$ cat src/rtl/parking_pkg.sv
// Shared types and constants for the parking access controller front-end.
// Key codes, entry FSM states and the password width live here.
package parking_pkg;

  localparam int PASS_W = 8;

  localparam logic [3:0] KEY_CLEAR = 4'hA;
  localparam logic [3:0] KEY_ENTER = 4'hB;

  typedef enum logic [1:0] {
    S_IDLE  = 2'd0,
    S_ENTRY = 2'd1,
    S_DONE  = 2'd2,
    S_ERR   = 2'd3
  } entry_state_t;

  function automatic logic is_digit(input logic [3:0] code);
    return code <= 4'd9;
  endfunction

endpackage

$ cat src/rtl/entry_timeout_counter.sv
// Idle timer for a partial keypad entry: counts enabled cycles and pulses
// expired on the cycle the count reaches TIMEOUT_CYC-1.
module entry_timeout_counter #(
  parameter int TIMEOUT_CYC = 1000
) (
  input  logic clk,
  input  logic reset,
  input  logic clear,
  input  logic enable,
  output logic expired
);

  localparam int CW = (TIMEOUT_CYC > 1) ? $clog2(TIMEOUT_CYC) : 1;
  localparam logic [CW-1:0] LAST = CW'(TIMEOUT_CYC - 1);

  logic [CW-1:0] r_count;

  assign expired = enable & (r_count == LAST);

  // NOTE: sequential state is written with non-blocking assignments only, so
  // every register samples the pre-edge values regardless of block order.
  always_ff @(posedge clk) begin
    if (reset || clear) begin
      r_count <= '0;
    end else if (enable) begin
      r_count <= expired ? '0 : r_count + CW'(1);
    end
  end

endmodule

$ cat src/rtl/keypad_entry.sv
// Keypad front-end: accumulates up to MAX_DIGITS decimal digits into an 8-bit
// password and strobes enter_o on ENTER or entry_err_o on an invalid entry.
module keypad_entry
  import parking_pkg::*;
#(
  parameter int MAX_DIGITS  = 3,
  parameter int TIMEOUT_CYC = 1000
) (
  input  logic              clk,
  input  logic              reset,
  input  logic [3:0]        key_code,
  input  logic              key_valid,
  input  logic              sensor_arrival,
  output logic [PASS_W-1:0] pass_o,
  output logic              enter_o,
  output logic              entry_err_o,
  output logic [1:0]        digits_o
);

  entry_state_t      r_state;
  logic [PASS_W-1:0] r_acc;

  logic        w_key;
  logic        w_digit;
  logic        w_enter;
  logic        w_clear;
  logic        w_in_entry;
  logic [11:0] w_next;
  logic        w_reject;
  logic        w_tmr_en;
  logic        w_tmr_clear;
  logic        w_tmr_expired;

  // Keys only count while a vehicle is present; codes C..F never count.
  assign w_key      = key_valid & sensor_arrival;
  assign w_digit    = w_key & is_digit(key_code);
  assign w_enter    = w_key & (key_code == KEY_ENTER);
  assign w_clear    = w_key & (key_code == KEY_CLEAR);
  assign w_in_entry = (r_state == S_ENTRY);

  assign w_next   = 12'(r_acc) * 12'd10 + 12'(key_code);
  assign w_reject = (digits_o == 2'(MAX_DIGITS)) | (w_next > 12'd255);

  // The timer only runs through idle cycles of an entry; anything else restarts it.
  assign w_tmr_en    = w_in_entry & sensor_arrival & ~(w_digit | w_enter | w_clear);
  assign w_tmr_clear = ~w_tmr_en;

  entry_timeout_counter #(
    .TIMEOUT_CYC(TIMEOUT_CYC)
  ) u_timeout (
    .clk    (clk),
    .reset  (reset),
    .clear  (w_tmr_clear),
    .enable (w_tmr_en),
    .expired(w_tmr_expired)
  );

  always_ff @(posedge clk) begin
    if (reset) begin
      r_state     <= S_IDLE;
      r_acc       <= '0;
      pass_o      <= '0;
      enter_o     <= 1'b0;
      entry_err_o <= 1'b0;
      digits_o    <= 2'd0;
    end else begin
      // NOTE: strobes default low each cycle so they are exactly one clock wide.
      enter_o     <= 1'b0;
      entry_err_o <= 1'b0;
      unique case (r_state)
        S_IDLE: begin
          if (w_digit) begin
            r_acc    <= {4'd0, key_code};
            digits_o <= 2'd1;
            pass_o   <= '0;
            r_state  <= S_ENTRY;
          end
        end
        S_ENTRY: begin
          if (!sensor_arrival) begin
            r_acc    <= '0;
            digits_o <= 2'd0;
            r_state  <= S_IDLE;
          end else if (w_digit) begin
            if (w_reject) begin
              r_acc       <= '0;
              digits_o    <= 2'd0;
              pass_o      <= '0;
              entry_err_o <= 1'b1;
              r_state     <= S_ERR;
            end else begin
              r_acc    <= w_next[PASS_W-1:0];
              digits_o <= digits_o + 2'd1;
            end
          end else if (w_enter) begin
            pass_o   <= r_acc;
            enter_o  <= 1'b1;
            r_acc    <= '0;
            digits_o <= 2'd0;
            r_state  <= S_DONE;
          end else if (w_clear) begin
            r_acc    <= '0;
            digits_o <= 2'd0;
            pass_o   <= '0;
            r_state  <= S_IDLE;
          end else if (w_tmr_expired) begin
            r_acc    <= '0;
            digits_o <= 2'd0;
            r_state  <= S_IDLE;
          end
        end
        S_DONE,
        S_ERR: begin
          r_state <= S_IDLE;
        end
        default: begin
          r_state <= S_IDLE;
        end
      endcase
    end
  end

endmodule

$ cat config.mk
export PLATFORM = sky130hd
export DESIGN_NAME = keypad_entry
export DESIGN_NICKNAME = d
export VERILOG_FILES = /design/src/rtl/parking_pkg.sv /design/src/rtl/entry_timeout_counter.sv /design/src/rtl/keypad_entry.sv
export SDC_FILE = /design/constraint.sdc
export NUM_CORES = 1
export LEC_CHECK = 0
export ABC_AREA = 0
export BUFFER_PORTS_ARGS = -buffer_cell sky130_fd_sc_hd__buf_4
export CAP_MARGIN = 15
export CORE_MARGIN = 8
export CORE_UTILIZATION = 40
export CTS_BUF_LIST = sky130_fd_sc_hd__clkbuf_4
export CTS_CLUSTER_DIAMETER = 30
export DETAILED_ROUTE_END_ITERATION = 16
export GPL_TIMING_DRIVEN = 0
export MAX_ROUTING_LAYER = met4
export PLACE_DENSITY = 0.64
export SLEW_MARGIN = 20
export SYNTH_ARGS = -nofsm -noshare
export SYNTH_HDL_FRONTEND = slang
export SYNTH_SLANG_ARGS = --single-unit
$ cat constraint.sdc
create_clock -name clk -period 3.4 [get_ports clk]
set_clock_uncertainty 0.2 [all_clocks]
set_input_delay 0.68 -clock clk [delete_from_list [all_inputs] [get_ports clk]]
set_output_delay 0.68 -clock clk [all_outputs]
set_load 0.005 [all_outputs]
# --- Yosys cells after proc, flatten, opt, wreduce, memory -nomap -nowiden ---
# Index checks and enable logic that the tools add are counted.
# W data, S select, Z words.
word_totals:
  regBits: 32
  output_inout_bits: 12
classes:
  addsub: 3
  mul: 1
  n_lt_le_gt_ge: 2
  eq_ne: 13
  mux: 31
  bitwise_logic: 15
  reduce_logical: 9
op_table:
  columns: ["operator", "n"]
  rows:
  - ["$mux W8", 13]
  - ["$pmux W8 S2", 2]
  - ["$mux W2", 11]
  - ["$add A12 B4 Y12", 1]
  - ["$gt A12 B8 Y1 const B", 1]
  - ["$mul A8 B3 Y11 const B", 1]
  - ["$add A10 B1 Y10 const B", 1]
  - ["$eq A10 B10 Y1 const B", 1]
  - ["$mux W10", 1]
  - ["$eq A4 B4 Y1 const B", 2]
  - ["$reduce_or A4 Y1", 2]
  - ["$and A1 B1 Y1", 7]
  - ["$eq A2 B2 Y1 const B", 3]
  - ["$ne A6 B5 Y1 const B", 1]
  - ["$pmux W2 S3", 1]
  - ["$reduce_and A3 Y1", 2]
  - ["$not A1 Y1", 5]
  - ["$reduce_and A5 Y1", 1]
  - ["$le A4 B4 Y1 const B", 1]
  - ["$ne A2 B2 Y1 const B", 2]
  - ["$ne A4 B3 Y1 const B", 1]
  - ["$ne A4 B4 Y1 const B", 1]
  - ["$pmux W2 S2", 1]
  - ["$ne A3 B2 Y1 const B", 1]
  - ["other kinds (8)", 11]

# --- Longest topological paths before layout ---
depth:
  word_depth: 13
  ltp_mapped: 10
  depth_no_buf: 9

# --- Cells and area by module ---
# Synthesis repeated with hierarchy kept, for this count alone.
unflattened:
  cells_unflattened: 228
  area_unflattened_um2: 1963.1
by_module_without_submodules:
  columns: ["module", "n_inst", "cells_per_inst", "area_each_um2", "seq_area_each_um2"]
  rows:
  - ["keypad_entry", 1, 172, 1473.9, 440.4]
  - ["entry_timeout_counter", 1, 56, 489.2, 200.2]

# --- Least setup slack after synthesis ---
# OpenSTA, ideal clock, no wires.
synth_timing:
  path_kind: "flip-flop to flip-flop"
  startpoint: "register r_acc[1]"
  endpoint: "register r_acc[0]"
  setup_ns: 0.096
  arrival_time_ns: 2.619
  slack_ns: 0.486
  path_stages_with_launch: 10
  n_path_buf: 0
  period_less_slack_ns: 2.914
  path_cell_list: "dfxtp_1 ha_1 ha_1 fa_1 and3_1 or3_1 and2_1 mux2i_4 nand2_2 o41ai_2"
synth_between:
  elab_chain_len: 8
synth_lines:
  columns: ["item", "line_no", "rtl"]
  rows:
  - ["start, declared", "keypad_entry.sv:21", "logic [PASS_W-1:0] r_acc;"]
  - ["start signal, assigned", "keypad_entry.sv:73", "r_acc <= {4'd0, key_code};"]
  - ["start signal, assigned", "keypad_entry.sv:92", "r_acc <= w_next[PASS_W-1:0];"]
  - ["$mul A8 B3 Y11", "keypad_entry.sv:41", "assign w_next = 12'(r_acc) * 12'd10 + 12'(key_code);"]
  - ["$add A12 B4 Y12", "keypad_entry.sv:41", null]
  - ["$gt A12 B8 Y1", "keypad_entry.sv:42", "assign w_reject = (digits_o == 2'(MAX_DIGITS)) | (w_next > 12'd255);"]
  - ["$or A1 B1 Y1", "keypad_entry.sv:42", null]
  - ["$mux W8", "keypad_entry.sv:85", "if (w_reject) begin"]
  - ["$mux W8", "keypad_entry.sv:84", "end else if (w_digit) begin"]
  - ["$mux W8", "keypad_entry.sv:80", "if (!sensor_arrival) begin"]
  - ["$pmux W8 S2", "keypad_entry.sv:70", "unique case (r_state)"]
# No other way between the ends.
# A chain may end at the register's enable or synchronous reset.

# --- Worst setup path in the final report ---
layout_timing:
  startpoint: "register r_acc[3]"
  endpoint: "register r_acc[0]"
# The elaborated chain is that of the path after synthesis.

==> out/qor.yml <==
maxSlewHeadroom_pct: 63.2
seq_power_share_pct: 51.6
dr_total_vias: 1603
power_density_mw_per_mm2: 342
cp_slowest_cell: "dfxtp_1"
rows: 25
h-tree-depth: 2
synth_flop_cell: "dfxtp_1"
synthToLayoutAreaGrowth_pct: 15.9
hpwl_mm: 3.24
cts_buffer_depth: 2
ys_seq_area_share_pct: 33.9
status: "finished clean"
setup_viol: 0
io_buffers: 19
path_clk_slew_ns: 0.11
hold_viol: 0
route.detailed.vias_per_inst: 5.43
setup_tns_ns: 0
r2r_start: "r_acc[3]$_SDFFE_PP0P_"
final_cells: 295
worstMarginPinSlew_ns: 0.551
cp_max_fo: 6
preCtsSetupSlack_ns: 0.151
gp_congestion: 0.827
setup_ws_ns: 0.231
share_comb_of_total_power_pct: 11.6
core-area_mm2: 0.00463
dp.cells: 285
final_common_cell: "dfxtp_1"
r2r_slack_ns: 0.23
overflow: 0
rsz0062_at_grt: "no"
post_route_cells_drive_above_1_share_pct: 18.3
rr_endpoint: "r_acc[0]$_SDFFE_PP0P_"
hold_ws_ns: 0.266
yosysWarningCount: 0
antenna_found_initial: 0
grt_usage_pct: 12.6
endpoint_kind: "flop"
syn_area_mm2: 0.00189
holdPathStages: 2
dieWidth_um: 84.8
synth_area_per_cell_um2: 8.92
max-cap-violations: 0
first_pass_iters: 4
tritoncts: "done"
switching_power_uw: 185
drt.antenna.violating_nets: 0
synth_edf_count: 0
intPower_uw: 565
die-height_um: 84.8
cts.sinks: 32
start_util_pct: 40.8
async_flop_share_pct: 0
wl_mm: 4.23
synth_cells: 212
worstPathRequired_ns: 3.44
post-route-period-util_pct: 93.2
clk_latency_ns: 0.33
cp-start-kind: "flop"
crit_path_end: "r_acc[0]$_SDFFE_PP0P_"
power_uw: 751
peakVddDrop_v: 0.000200
cpMostUsedCell: "ha_1"
crit_chain: "ha_1, ha_1, fa_1, xor2_1, nand3_1, nor4_4, mux2i_4, nand2_2, o41ai_2"
mostFrequentLayoutCells: "31 x dfxtp_1, 21 x buf_4, 18 x nor2_1, 17 x nand2_1, 17 x ha_1"
drv_slew: 0
period_minus_slack_ns: 3.17
dieArea_mm2: 0.00718
syn_nets: 239
crit_arrival_ns: 3.20
fmax_mhz: 316
wl_per_cell_um: 14.4
netSwitchingFraction_pct: 24.7
grt_pass1_vias: 1545
hold_path_class: "flop to flop"
clockRootBuffer: "clkbuf_4"
cts_buffers: 5
ios: 20
antenna_cells: 0
drc_errors: 0
grt_max_degree: 11
nNetsFinal: 267
worst_path_largest_cell_delay_ns: 0.43
p_clk_share_pct: 36.8
r2r_cells: 9
crit_start: "r_acc[3]$_SDFFE_PP0P_"
drtIter0Drc: 79
crit_type: "flop to flop"
grt_first_pass_wirelength_mm: 7.13
synth_cell_types: 47
ys_seq_elements: 32
p_leak_uw: 0.000904
[metrics by stage]
step	util, %	area, um2
after floorplan	-	1890
after global placement	45.4	2100
after detailed placement	45.4	2100
after CTS	47.0	2180
after global routing	47.4	2190
final	47.4	2190
[final cells by class]
class	instances	area, um2
Sequential cell	32	642
Buffer	6	26.3
Clock inverter	3	37.5
Tap cell	54	67.6
Fill cell	454	2440
Timing Repair Buffer	21	158
Clock buffer	5	37.5
Inverter	12	45.0
Multi-Input combinational cell	162	1180
[flip-flops by register name, indices dropped and copies added (netlist names)]
signal	count
u_timeout.r_count	10
pass_o	8
r_acc	8
digits_o	2
r_state	2
enter_o	1
entry_err_o	1
[worst max-delay path: cells and delay by family (launching register included)]
family                   cells  cell delay (ns)
AO/OA/AOI/OAI                1             0.28
XOR/XNOR                     1             0.25
adder cells (fa/ha/maj)      3             0.94
flip-flops                   1             0.43
multiplexers                 1             0.40
AND/OR/NAND/NOR              3             0.56
[metal layers]
metal  part of all wire (%)  vias up  GRT usage (%)  wire length, um
met5                      0        -              -                0
met4                    1.5        0           4.69               63
met3                    5.0        6           3.51              212
met2                     46       43           20.2             1960
met1                     47      727           14.8             2000
li1                       -      827              -                -
[synth_stat cells (4+ instances only)]
library cell / instances / area [um2]
nor2_1: 18 / 67.6
xnor2_1: 6 / 52.6
and3_1: 4 / 25.0
xor2_1: 8 / 70.1
o21ai_0: 7 / 35.0
nand2_1: 17 / 63.8
o31ai_1: 9 / 67.6
ha_1: 17 / 213
dfxtp_1: 32 / 641
nand3_1: 16 / 80.1
inv_1: 11 / 41.3
nor3_1: 6 / 30.0
a21oi_1: 8 / 40.0
a31oi_1: 4 / 25.0
[worst min path at each step]
stage / startpoint / slack (ns) / to
5_1_grt: u_timeout.r_count[0]$_SDFFE_PP0P_ / 0.29 / u_timeout.r_count[0]$_SDFFE_PP0P_
3_3_place_gp: u_timeout.r_count[0]$_SDFFE_PP0P_ / 0.24 / u_timeout.r_count[0]$_SDFFE_PP0P_
6_report: pass_o[6]$_SDFFE_PP0P_ / 0.27 / pass_o[6]$_SDFFE_PP0P_
2_1_floorplan: u_timeout.r_count[0]$_SDFFE_PP0P_ / 0.23 / u_timeout.r_count[0]$_SDFFE_PP0P_
4_1_cts: pass_o[5]$_SDFFE_PP0P_ / 0.27 / pass_o[5]$_SDFFE_PP0P_
3_5_place_dp: pass_o[6]$_SDFFE_PP0P_ / 0.25 / pass_o[6]$_SDFFE_PP0P_
[logic make-up (layout without fill, tap and decap cells)]
logic type,after synthesis,after routing,share of synthesized area (%)
mux,2,2,1.72
xor+xnor,14,14,6.49
simple gates,81,81,22.6
flops,32,32,33.9
buf+inv,18,47,3.77
fa+ha+maj,19,19,13.4
compound gates,46,46,18.1
[power groups by stage]
| stage | Combinational (uW) | Sequential, uW | Clock, uW |
|---|---|---|---|
| finish | 86.7 | 388 | 276 |
| global route | 97.0 | 389 | 304 |
| CTS | 87.9 | 388 | 287 |
| detailed placement | 87.2 | 396 | 0 |
| global placement | 85.2 | 396 | 0 |
| floorplan | 57.6 | 393 | 0 |
[what timing repair did]
action                     CTS  global route
buffers inserted             0             2
gates resized for setup      0             1
hold buffers                 0             0
setup endpoints to repair    0             4
Note: power is estimated with default switching activity, not from simulation.
